--- config.mk ---
export PLATFORM = sky130hd
export DESIGN_NAME = gray_conv_arbiter_flat
export DESIGN_NICKNAME = d
export VERILOG_FILES = /design/src/rtl/gray_conv_arbiter_pkg.sv /design/src/rtl/gray_conv_arbiter_if.sv /design/src/rtl/gray_conv_arbiter_rr_arbiter.sv /design/src/rtl/gray_conv_arbiter.sv /design/src/flat_wrapper.sv
export SDC_FILE = /design/constraint.sdc
export NUM_CORES = 1
export LEC_CHECK = 0
export CAP_MARGIN = 20
export CORE_MARGIN = 10
export CORE_UTILIZATION = 35
export DETAILED_ROUTE_END_ITERATION = 7
export PLACE_DENSITY_LB_ADDON = 0.2
export SYNTH_ARGS = -nofsm -noshare
export SYNTH_HDL_FRONTEND = slang
export SYNTH_SLANG_ARGS = --single-unit
--- constraint.sdc ---
create_clock -name clk -period 1.8 [get_ports clk]
set_clock_uncertainty 0.05 [all_clocks]
set_input_delay 0.18 -clock clk [delete_from_list [all_inputs] [get_ports clk]]
set_output_delay 0.18 -clock clk [all_outputs]
set_load 0.02 [all_outputs]
--- src/rtl/gray_conv_arbiter_pkg.sv ---
// ============================================================================
// Module   : gray_pkg
// Purpose  : Shared types and the binary-to-Gray conversion function used by
//            the Gray conversion arbiter and the future Gray-to-binary path.
// Revision : 1.0 - initial release
// ============================================================================
`default_nettype none

package gray_pkg;

  // Widest word the conversion function handles; callers zero-extend their
  // word into this width and cast the result back to their own width.
  localparam int c_gray_max_w = 64;

  // Output slot occupancy.
  typedef enum logic [0:0] {
    EMPTY = 1'b0,
    FULL  = 1'b1
  } slot_state_t;

  // MSB passes through, every lower bit is XOR'd with its upper neighbour.
  // Zero-extension makes the MSB rule fall out of the shift for any width.
  function automatic logic [c_gray_max_w-1:0] bin2gray(input logic [c_gray_max_w-1:0] bin);
    return bin ^ (bin >> 1);
  endfunction

endpackage

`default_nettype wire

--- src/rtl/gray_conv_arbiter_if.sv ---
// ============================================================================
// Module   : gray_conv_arbiter_if
// Purpose  : Requester and result handshake bundle of the Gray conversion
//            arbiter. "master" is the client side, "slave" the arbiter side.
// Revision : 1.0 - initial release
// ============================================================================
`default_nettype none

interface gray_conv_arbiter_if #(
  parameter int WIDTH = 4,
  parameter int NREQ  = 4
);
  localparam int IDW = $clog2(NREQ);

  logic [NREQ-1:0]       req_valid;
  logic [NREQ*WIDTH-1:0] req_bin;
  logic [NREQ-1:0]       req_ready;
  logic                  out_valid;
  logic                  out_ready;
  logic [WIDTH-1:0]      out_gray;
  logic [WIDTH-1:0]      out_bin;
  logic [IDW-1:0]        out_id;
  logic [15:0]           conv_count;

  modport master (
    output req_valid, req_bin, out_ready,
    input  req_ready, out_valid, out_gray, out_bin, out_id, conv_count
  );

  modport slave (
    input  req_valid, req_bin, out_ready,
    output req_ready, out_valid, out_gray, out_bin, out_id, conv_count
  );

endinterface

`default_nettype wire

--- src/rtl/gray_conv_arbiter_rr_arbiter.sv ---
// ============================================================================
// Module   : rr_arbiter
// Purpose  : Round-robin grant among NREQ requesters. The search starts at
//            the pointer and wraps upward; the pointer moves past the winner
//            only when the grant is actually taken (enable & |req).
// Revision : 1.0 - initial release
// ============================================================================
`default_nettype none

module rr_arbiter #(
  parameter  int NREQ = 4,
  localparam int IDW  = $clog2(NREQ)
) (
  input  logic            clk,
  input  logic            rst,
  input  logic [NREQ-1:0] req,
  input  logic            enable,
  output logic [NREQ-1:0] grant,
  output logic [IDW-1:0]  grant_idx
);

  logic [IDW-1:0] r_rr_ptr;
  logic           w_found;
  logic [IDW-1:0] w_idx;

  // First requester at or after the pointer; IDW-bit addition gives the wrap
  // for free because NREQ is a power of two.
  always_comb begin
    w_found   = 1'b0;
    w_idx     = '0;
    grant_idx = '0;
    grant     = '0;
    for (int k = 0; k < NREQ; k++) begin
      w_idx = r_rr_ptr + IDW'(k);
      if (!w_found && req[w_idx]) begin
        w_found   = 1'b1;
        grant_idx = w_idx;
      end
    end
    if (w_found) begin
      grant[grant_idx] = 1'b1;
    end
  end

  // Pointer advances to the requester after the winner on an accepted grant.
  always_ff @(posedge clk or posedge rst) begin
    if (rst) begin
      r_rr_ptr <= '0;
    end else if (enable && (|req)) begin
      r_rr_ptr <= grant_idx + IDW'(1);
    end
  end

endmodule

`default_nettype wire

--- src/rtl/gray_conv_arbiter.sv ---
// ============================================================================
// Module   : gray_conv_arbiter
// Purpose  : Shares one registered binary-to-Gray stage among NREQ
//            requesters. The winner's word is converted and held in a
//            single-entry slot, tagged with its requester index, until the
//            downstream consumer takes it.
// Revision : 1.0 - initial release
// ============================================================================
`default_nettype none

module gray_conv_arbiter
  import gray_pkg::*;
#(
  parameter  int WIDTH = 4,
  parameter  int NREQ  = 4,
  localparam int IDW   = $clog2(NREQ)
) (
  input  logic                clk,
  input  logic                rst,
  gray_conv_arbiter_if.slave  bus
);

  slot_state_t      r_state;
  slot_state_t      w_state_nxt;
  logic             w_slot_free;
  logic             w_xfer;
  logic [NREQ-1:0]  w_grant;
  logic [IDW-1:0]   w_grant_idx;
  logic [WIDTH-1:0] w_req_words [NREQ];
  logic [WIDTH-1:0] w_sel_bin;
  logic [WIDTH-1:0] r_out_gray;
  logic [WIDTH-1:0] r_out_bin;
  logic [IDW-1:0]   r_out_id;
  logic [15:0]      r_conv_count;

  // Unpack the flat requester bus into one word per requester.
  for (genvar i = 0; i < NREQ; i++) begin : g_req_word
    assign w_req_words[i] = bus.req_bin[i*WIDTH +: WIDTH];
  end

  // The slot can take a new word when empty or being drained this cycle.
  // Reset is folded in so no grant is offered while rst is high.
  assign w_slot_free = !rst && ((r_state == EMPTY) || bus.out_ready);
  assign w_xfer      = w_slot_free && (|bus.req_valid);
  assign w_sel_bin   = w_req_words[w_grant_idx];

  rr_arbiter #(
    .NREQ (NREQ)
  ) u_rr_arbiter (
    .clk       (clk),
    .rst       (rst),
    .req       (bus.req_valid),
    .enable    (w_slot_free),
    .grant     (w_grant),
    .grant_idx (w_grant_idx)
  );

  assign bus.req_ready = w_grant & {NREQ{w_slot_free}};

  // Slot state register.
  always_ff @(posedge clk or posedge rst) begin
    if (rst) begin
      r_state <= EMPTY;
    end else begin
      r_state <= w_state_nxt;
    end
  end

  // Slot next state: a transfer always fills it, a drain without refill empties it.
  always_comb begin
    w_state_nxt = r_state;
    if (w_xfer) begin
      w_state_nxt = FULL;
    end else if ((r_state == FULL) && bus.out_ready) begin
      w_state_nxt = EMPTY;
    end
  end

  // Result register; data holds its last value after a drain.
  always_ff @(posedge clk or posedge rst) begin
    if (rst) begin
      r_out_gray <= '0;
      r_out_bin  <= '0;
      r_out_id   <= '0;
    end else if (w_xfer) begin
      r_out_gray <= WIDTH'(bin2gray(c_gray_max_w'(w_sel_bin)));
      r_out_bin  <= w_sel_bin;
      r_out_id   <= w_grant_idx;
    end
  end

  // Count of accepted conversions; wraps naturally at 16 bits.
  always_ff @(posedge clk or posedge rst) begin
    if (rst) begin
      r_conv_count <= '0;
    end else if (w_xfer) begin
      r_conv_count <= r_conv_count + 16'd1;
    end
  end

  assign bus.out_valid  = (r_state == FULL);
  assign bus.out_gray   = r_out_gray;
  assign bus.out_bin    = r_out_bin;
  assign bus.out_id     = r_out_id;
  assign bus.conv_count = r_conv_count;

endmodule

`default_nettype wire
--- src/flat_wrapper.sv ---
// flat-port wrapper written by rule: the top's interface ports become plain ports
module gray_conv_arbiter_flat import gray_pkg::*;
#(
  parameter  int WIDTH = 4,
  parameter  int NREQ  = 4,
  localparam int IDW   = $clog2(NREQ)
)
  (clk, rst, bus_req_valid, bus_req_bin, bus_out_ready, bus_req_ready, bus_out_valid, bus_out_gray, bus_out_bin, bus_out_id, bus_conv_count);
  gray_conv_arbiter_if #(.WIDTH(WIDTH), .NREQ(NREQ)) bus_i ();
  input  logic clk;
  input  logic rst;
  input wire logic [$bits(bus_i.req_valid)-1:0] bus_req_valid;
  input wire logic [$bits(bus_i.req_bin)-1:0] bus_req_bin;
  input wire logic [$bits(bus_i.out_ready)-1:0] bus_out_ready;
  output wire logic [$bits(bus_i.req_ready)-1:0] bus_req_ready;
  output wire logic [$bits(bus_i.out_valid)-1:0] bus_out_valid;
  output wire logic [$bits(bus_i.out_gray)-1:0] bus_out_gray;
  output wire logic [$bits(bus_i.out_bin)-1:0] bus_out_bin;
  output wire logic [$bits(bus_i.out_id)-1:0] bus_out_id;
  output wire logic [$bits(bus_i.conv_count)-1:0] bus_conv_count;
  assign bus_i.req_valid = bus_req_valid;
  assign bus_i.req_bin = bus_req_bin;
  assign bus_i.out_ready = bus_out_ready;
  assign bus_req_ready = bus_i.req_ready;
  assign bus_out_valid = bus_i.out_valid;
  assign bus_out_gray = bus_i.out_gray;
  assign bus_out_bin = bus_i.out_bin;
  assign bus_out_id = bus_i.out_id;
  assign bus_conv_count = bus_i.conv_count;
  gray_conv_arbiter #(.WIDTH(WIDTH), .NREQ(NREQ)) u_core (.clk(clk), .rst(rst), .bus(bus_i));
endmodule
## Yosys cells after proc, flatten, opt, wreduce, memory -nomap -nowiden

Cells that the tools add are included.

| word-level totals | value |
|---|---|
| bits in registers | 29 |
| input bits | 23 |
| output and inout bits | 31 |

| cells by class | value |
|---|---|
| add/subtract/negate cells | 5 |
| magnitude comparators | 7 |
| muxes and demuxes | 24 |
| bitwise logic cells | 4 |
| reductions and logical operators | 14 |

Operators with widths:

| operator | count |
|---|---|
| $add 16x1->16 const B | 1 |
| $lt 2x3->1 const B | 5 |
| $mux 4 | 3 |
| $mux 1 | 11 |
| $bmux 1 s2 | 4 |
| $bmux 4 s2 | 1 |
| $mux 2 | 4 |
| $logic_and 1x1->1 | 7 |
| $add 2x1->2 const B | 2 |
| $add 2x2->2 const B | 2 |
| $and 4x4->4 | 1 |
| $logic_not 1->1 | 4 |
| $reduce_or 4->1 | 1 |
| $xor 4x3->4 | 1 |
| $ge 3x3->1 const B | 1 |
| $not 2->3 | 1 |
| $demux 1 s2 | 1 |
| $ge 2x1->1 const B | 1 |
| $reduce_bool 2->1 | 1 |
| $logic_or 1x1->1 | 1 |
| $not 1->1 | 1 |

## Longest topological paths before layout

| depth | value |
|---|---|
| depth in word-level cells | 18 |
| mapped depth | 7 |
| mapped depth without buffers | 6 |

## Modules after synthesis

A second synthesis with hierarchy kept.

| unflattened totals | value |
|---|---|
| cell total of the unflattened synthesis | 136 |
| area total of the unflattened synthesis | 1630.3 µm² |

By module, submodules not included:

| module | instances | cells each | area each (µm²) | seq. area each (µm²) |
|---|---|---|---|---|
| gray_conv_arbiter | 1 | 106 | 1351.3 | 650.6 |
| rr_arbiter | 1 | 30 | 279.0 | 50.0 |

## Worst setup path after synthesis

Ideal clock, no wire load.

| timing | value |
|---|---|
| path kind | register to register |
| start point | register u_core.u_rr_arbiter.r_rr_ptr[1] |
| end point | register u_core.r_out_gray[1] (netlist: u_core.bus.out_gray[1]) |
| data arrival time | 1791 ps |
| data required time | 1625 ps |
| setup slack | -165 ps |
| cell stages (with the launch flop) | 8 |
| buffers on the path | 1 |
| period minus slack after synthesis | 1965 ps |
| cells stage by stage | dfrtp_1 a21o_1 a21oi_1 o22a_1 buf_6 mux2_4 mux2_2 mux2_2 |

| between the ends | value |
|---|---|
| longest elaborated chain between the ends | 17 |
| elaborated cells on any way between the ends | 29 |

RTL lines:

| element | RTL line | text |
|---|---|---|
| start, declared | gray_conv_arbiter_rr_arbiter.sv:22 | `logic [IDW-1:0] r_rr_ptr;` |
| start signal, assigned | gray_conv_arbiter_rr_arbiter.sv:50 | `r_rr_ptr <= grant_idx + IDW'(1);` |
| parallel branches: the longest is 11 deep, another holds $add 2x1->2 | - |  |
| $mux 2 * | gray_conv_arbiter_rr_arbiter.sv:35 | `if (!w_found && req[w_idx]) begin` |
| net u_core.u_rr_arbiter.grant_idx[1] | gray_conv_arbiter_rr_arbiter.sv:19 | `output logic [IDW-1:0] grant_idx` |
| $not 2->3 (not written as such) * | gray_conv_arbiter.sv:45 | `assign w_sel_bin = w_req_words[w_grant_idx];` |
| $bmux 4 s2 * | gray_conv_arbiter.sv:45 |  |
| $mux 4 (not written as such) * (2 in series) | gray_conv_arbiter.sv:45 |  |
| $xor 4x3->4 * | gray_conv_arbiter_pkg.sv:24 | `return bin ^ (bin >> 1);` |
| end signal, assigned | gray_conv_arbiter.sv:86 | `r_out_gray <= WIDTH'(bin2gray(c_gray_max_w'(w_sel_bin)));` |
| end, declared | gray_conv_arbiter.sv:31 | `logic [WIDTH-1:0] r_out_gray;` |

Mark *: on every way through the listed nets, which the timed path passes. The select of a mux whose other input is x is not followed.
A chain may end at the register's enable or synchronous reset.

## Worst setup path in the final report

| timing | value |
|---|---|
| start point | register u_core.u_rr_arbiter.r_rr_ptr[1] |
| end point | register u_core.r_out_gray[1] (netlist: u_core.bus.out_gray[1]) |

| between the ends | value |
|---|---|
| longest elaborated chain between the ends | 17 |
| elaborated cells on any way between the ends | 29 |

RTL lines:

| element | RTL line |
|---|---|
| parallel branches: the longest is 11 deep, another holds $add 2x1->2 | - |
| $mux 2 * | gray_conv_arbiter_rr_arbiter.sv:35 |
| $not 2->3 (not written as such) * | gray_conv_arbiter.sv:45 |
| $bmux 4 s2 * | gray_conv_arbiter.sv:45 |
| $mux 4 (not written as such) * (2 in series) | gray_conv_arbiter.sv:45 |
| $xor 4x3->4 * | gray_conv_arbiter_pkg.sv:24 |

Every way passes the cells marked *. The select of a mux whose other input is x is not followed.

==> impl_metrics.py <==
metrics = {
    "final_layout": {
        "finalInstanceArea_um2": 2510,
        "final_nets": 263,
        "layout-drive-gt1-share": 0.339,
        "syn_to_final_growth_pct": 66.3,
        "antenna_cells": 0,
        "postLayoutCoreUtil": 0.614,
    },
    "worst_setup_path": {
        "endpoint_kind": "flop",
        "ff2ff_path_depth": 7,
        "cp_slowest_cell": "dfrtp_1",
        "rr_startpoint": "u_core.u_rr_arbiter.r_rr_ptr[1]$_DFFE_PP0P_",
        "r2r_slack_ns": -0.27,
        "crit_top_cell": "mux2_2",
        "cp_cell_sequence": "a21o_1, a21oi_2, o22a_2, buf_6, mux2_4, mux2_2, mux2_2",
        "cp.required_ns": 1.91,
        "setup.worst_path.start_class": "flop",
        "cp-endpoint": "u_core.bus.out_gray[1]$_DFFE_PP0P_",
        "regToRegEndpoint": "u_core.bus.out_gray[1]$_DFFE_PP0P_",
        "cp-startpoint": "u_core.u_rr_arbiter.r_rr_ptr[1]$_DFFE_PP0P_",
        "worstPathArrival_ns": 2.18,
        "worstPathMaxFanout": 5,
        "max_stage_delay_ns": 0.42,
        "critPathKind": "reg -> reg",
    },
    "synthesis": {
        "yosysWarnings": 0,
        "syn_avg_cell_area_um2": 10.7,
        "syn_inst": 141,
        "syn-cell-area_um2": 1510,
        "synthAdderAreaFrac": 0.0415,
        "synthXorXnorAreaFrac": 0.0871,
        "async_flop_share": 1.00,
        "yosys.area_share.simple": 0.167,
        "synth_top_family_by_area": "simple AND/OR/NAND/NOR gates",
        "synth_compound_gate_area_share": 0.106,
        "synth_edf_count": 0,
        "seq_area_frac_synth": 0.464,
        "ys_types": 34,
        "synth_nets": 169,
        "muxShareOfSynthArea": 0.0962,
        "synth_seq_cells": 28,
        "synthFlopType": "dfrtp_1",
    },
    "route": {
        "wl_per_cell_um": 15.3,
        "drc": 0,
        "vias_per_cell": 4.85,
        "postRouteWirelength_um": 4330,
        "drt_first_pass_iters": 5,
        "antenna_left": 0,
        "first_iter_violations": 42,
        "vias": 1373,
    },
    "hold_path": {
        "hold_path_class": "in -> async",
    },
    "sta": {
        "hold_violations": 0,
        "maxSlewViolCount": 0,
        "max-slew-margin-rel": 0.753,
        "finalWorstSetupSlack_ns": -0.269,
        "setup_viol": 10,
        "fin_setup_tns_ns": -1.65,
        "fin_crit_sh": 1.15,
        "clock.fmax_mhz": 483,
        "rsz0062_at_grt": "true",
        "tightestPinTransition_ns": 0.370,
        "post-route-min-period_ns": 2.07,
    },
    "power_and_ir_drop": {
        "p_per_area_nw_per_um2": 1140,
        "fin_total_pwr_mw": 2.86,
        "vdd_ir_drop_max_mv": 0.485,
        "power_leakage_nw": 1.16,
    },
    "clock_tree": {
        "path_clk_slew_ns": 0.09,
        "htree_levels": 1,
        "cts_buffers": 3,
        "clock_latency_ns": 0.27,
        "postCtsHoldBufs": 0,
        "cts_tree": "built",
        "clock_path_buffers": 2,
        "cts_sinks": 28,
        "clock-root-buffer": "clkbuf_8",
    },
    "floorplanning": {
        "die_h_um": 85.7,
        "core.rowCount": 23,
        "ios": 54,
        "start_util": 0.369,
        "die_area_um2": 7340,
        "core_area_um2": 4090,
        "die_w_um": 85.7,
    },
    "global_route": {
        "grt_pass1_vias": 1546,
        "grt_max_degree": 15,
        "grt_overflow": 0,
        "grt.total_usage": 0.120,
        "antenna_found_initial": 0,
        "grt_pass1_wl_um": 7360,
    },
    "place": {
        "pre_cts_ws_ns": -0.695,
        "io_buffers": 53,
        "place_area_um2": 2310,
        "post-dp-hpwl_um": 3420,
        "place.gp.congestion": 0.827,
    },
    "flow_run": {
        "max_cap_violations": 0,
    },
    "outcome": {
        "failed_checks": "negative setup slack",
        "status": "finished, violations left",
    },
}
==> critical path, delay by kind of cell (launching register included) <==
family | cells | cell delay [ns]
flops | 1 | 0.42
buf+inv | 1 | 0.12
mux | 3 | 0.82
compound gates | 3 | 0.56
==> through the flow <==
step           instances  hold WS [ns]
2_1_floorplan        141         0.195
3_3_place_gp         269         0.410
3_5_place_dp         269         0.416
4_1_cts              280         0.358
5_1_grt              283         0.386
6_report             283         0.340
==> worst min path at each step <==
stage,endpoint,slack [ns],cells past startpoint,startpoint
after floorplan,u_core.bus.conv_count[0]$_DFFE_PP0P_,0.20,1,rst
after global placement,u_core.bus.conv_count[15]$_DFFE_PP0P_,0.41,1,u_core.bus.conv_count[15]$_DFFE_PP0P_
after detailed placement,u_core.bus.out_id[1]$_DFFE_PP0P_,0.42,1,u_core.bus.out_id[1]$_DFFE_PP0P_
after CTS,u_core.bus.conv_count[1]$_DFFE_PP0P_,0.36,3,rst
after global routing,u_core.bus.conv_count[1]$_DFFE_PP0P_,0.39,3,rst
final,u_core.bus.conv_count[1]$_DFFE_PP0P_,0.34,3,rst
==> cell families (layout without fill, tap and decap cells) <==
family                   Yosys count  after routing
AO/OA/AOI/OAI                     19             19
XOR/XNOR                          15             15
adder cells (fa/ha/maj)            5              5
buffers and inverters             11            103
flip-flops                        28             28
multiplexers                      13             13
AND/OR/NAND/NOR                   50             50
==> state kept, by name, summed over array words and instances (netlist names) <==
name                          count
u_core.bus.conv_count            16
u_core.bus.out_valid              1
u_core.bus.out_bin                4
u_core.bus.out_id                 2
u_core.bus.out_gray               3
u_core.u_rr_arbiter.r_rr_ptr      2
==> synth_stat cells, types with 4 or more instances <==
cell	number	area [um^2]
a21oi_1	4	20.0
and2_1	7	43.8
and3_1	6	37.5
dfrtp_1	28	701
ha_1	5	62.6
inv_1	4	15.0
mux2_2	4	45.0
mux2i_1	7	70.1
nand2_1	16	60.1
nand2b_1	4	25.0
nand3_1	4	20.0
nand4_1	4	25.0
nor2_1	7	26.3
xnor2_1	13	114
==> placed cells by master (no fill, tap or decap), types with 3 or more instances in the layout <==
cell | netlist | layout
and2_1 | 7 | 5
mux2i_1 | 7 | 5
xnor2_1 | 13 | 13
nand4_1 | 4 | 4
mux2_2 | 4 | 4
dlygate4sd2_1 | 0 | 4
nand2_1 | 16 | 16
clkdlybuf4s50_1 | 0 | 45
dfrtp_1 | 28 | 28
nor2_1 | 7 | 4
buf_6 | 1 | 8
and3_1 | 6 | 4
clkbuf_8 | 0 | 3
ha_1 | 5 | 4
buf_4 | 2 | 36
nand3_1 | 4 | 3
nand2b_1 | 4 | 4
nor2_2 | 0 | 3
==> metal layers <==
layer,vias up,track usage,wire [um]
met3,4,0.0454,329
met5,-,0,0
met1,653,0.122,1660
met4,0,0.0374,37
met2,40,0.221,2300
li1,676,-,-
==> repair_timing <==
action / CTS / global route
pin swaps: 6 / 3
endpoints found under the setup margin: 22 / 19
buffers inserted: 8 / 3
gates resized for setup: 37 / 15
==> cell type report <==
| class | count | area (um^2) |
|---|---|---|
| tap | 50 | 62.6 |
| multi-input combinational | 102 | 831 |
| fill | 343 | 1580 |
| timing repair buffer | 94 | 851 |
| sequential | 28 | 701 |
| inverter | 6 | 23.8 |
| clock buffer | 3 | 41.3 |
==> power by group <==
group	internal, mW	switching (mW)
logic	0.863	0.710
registers	0.800	0.154
clock network	0.150	0.184
total	1.81	1.05
No activity file was read; power rests on OpenSTA's default activity.
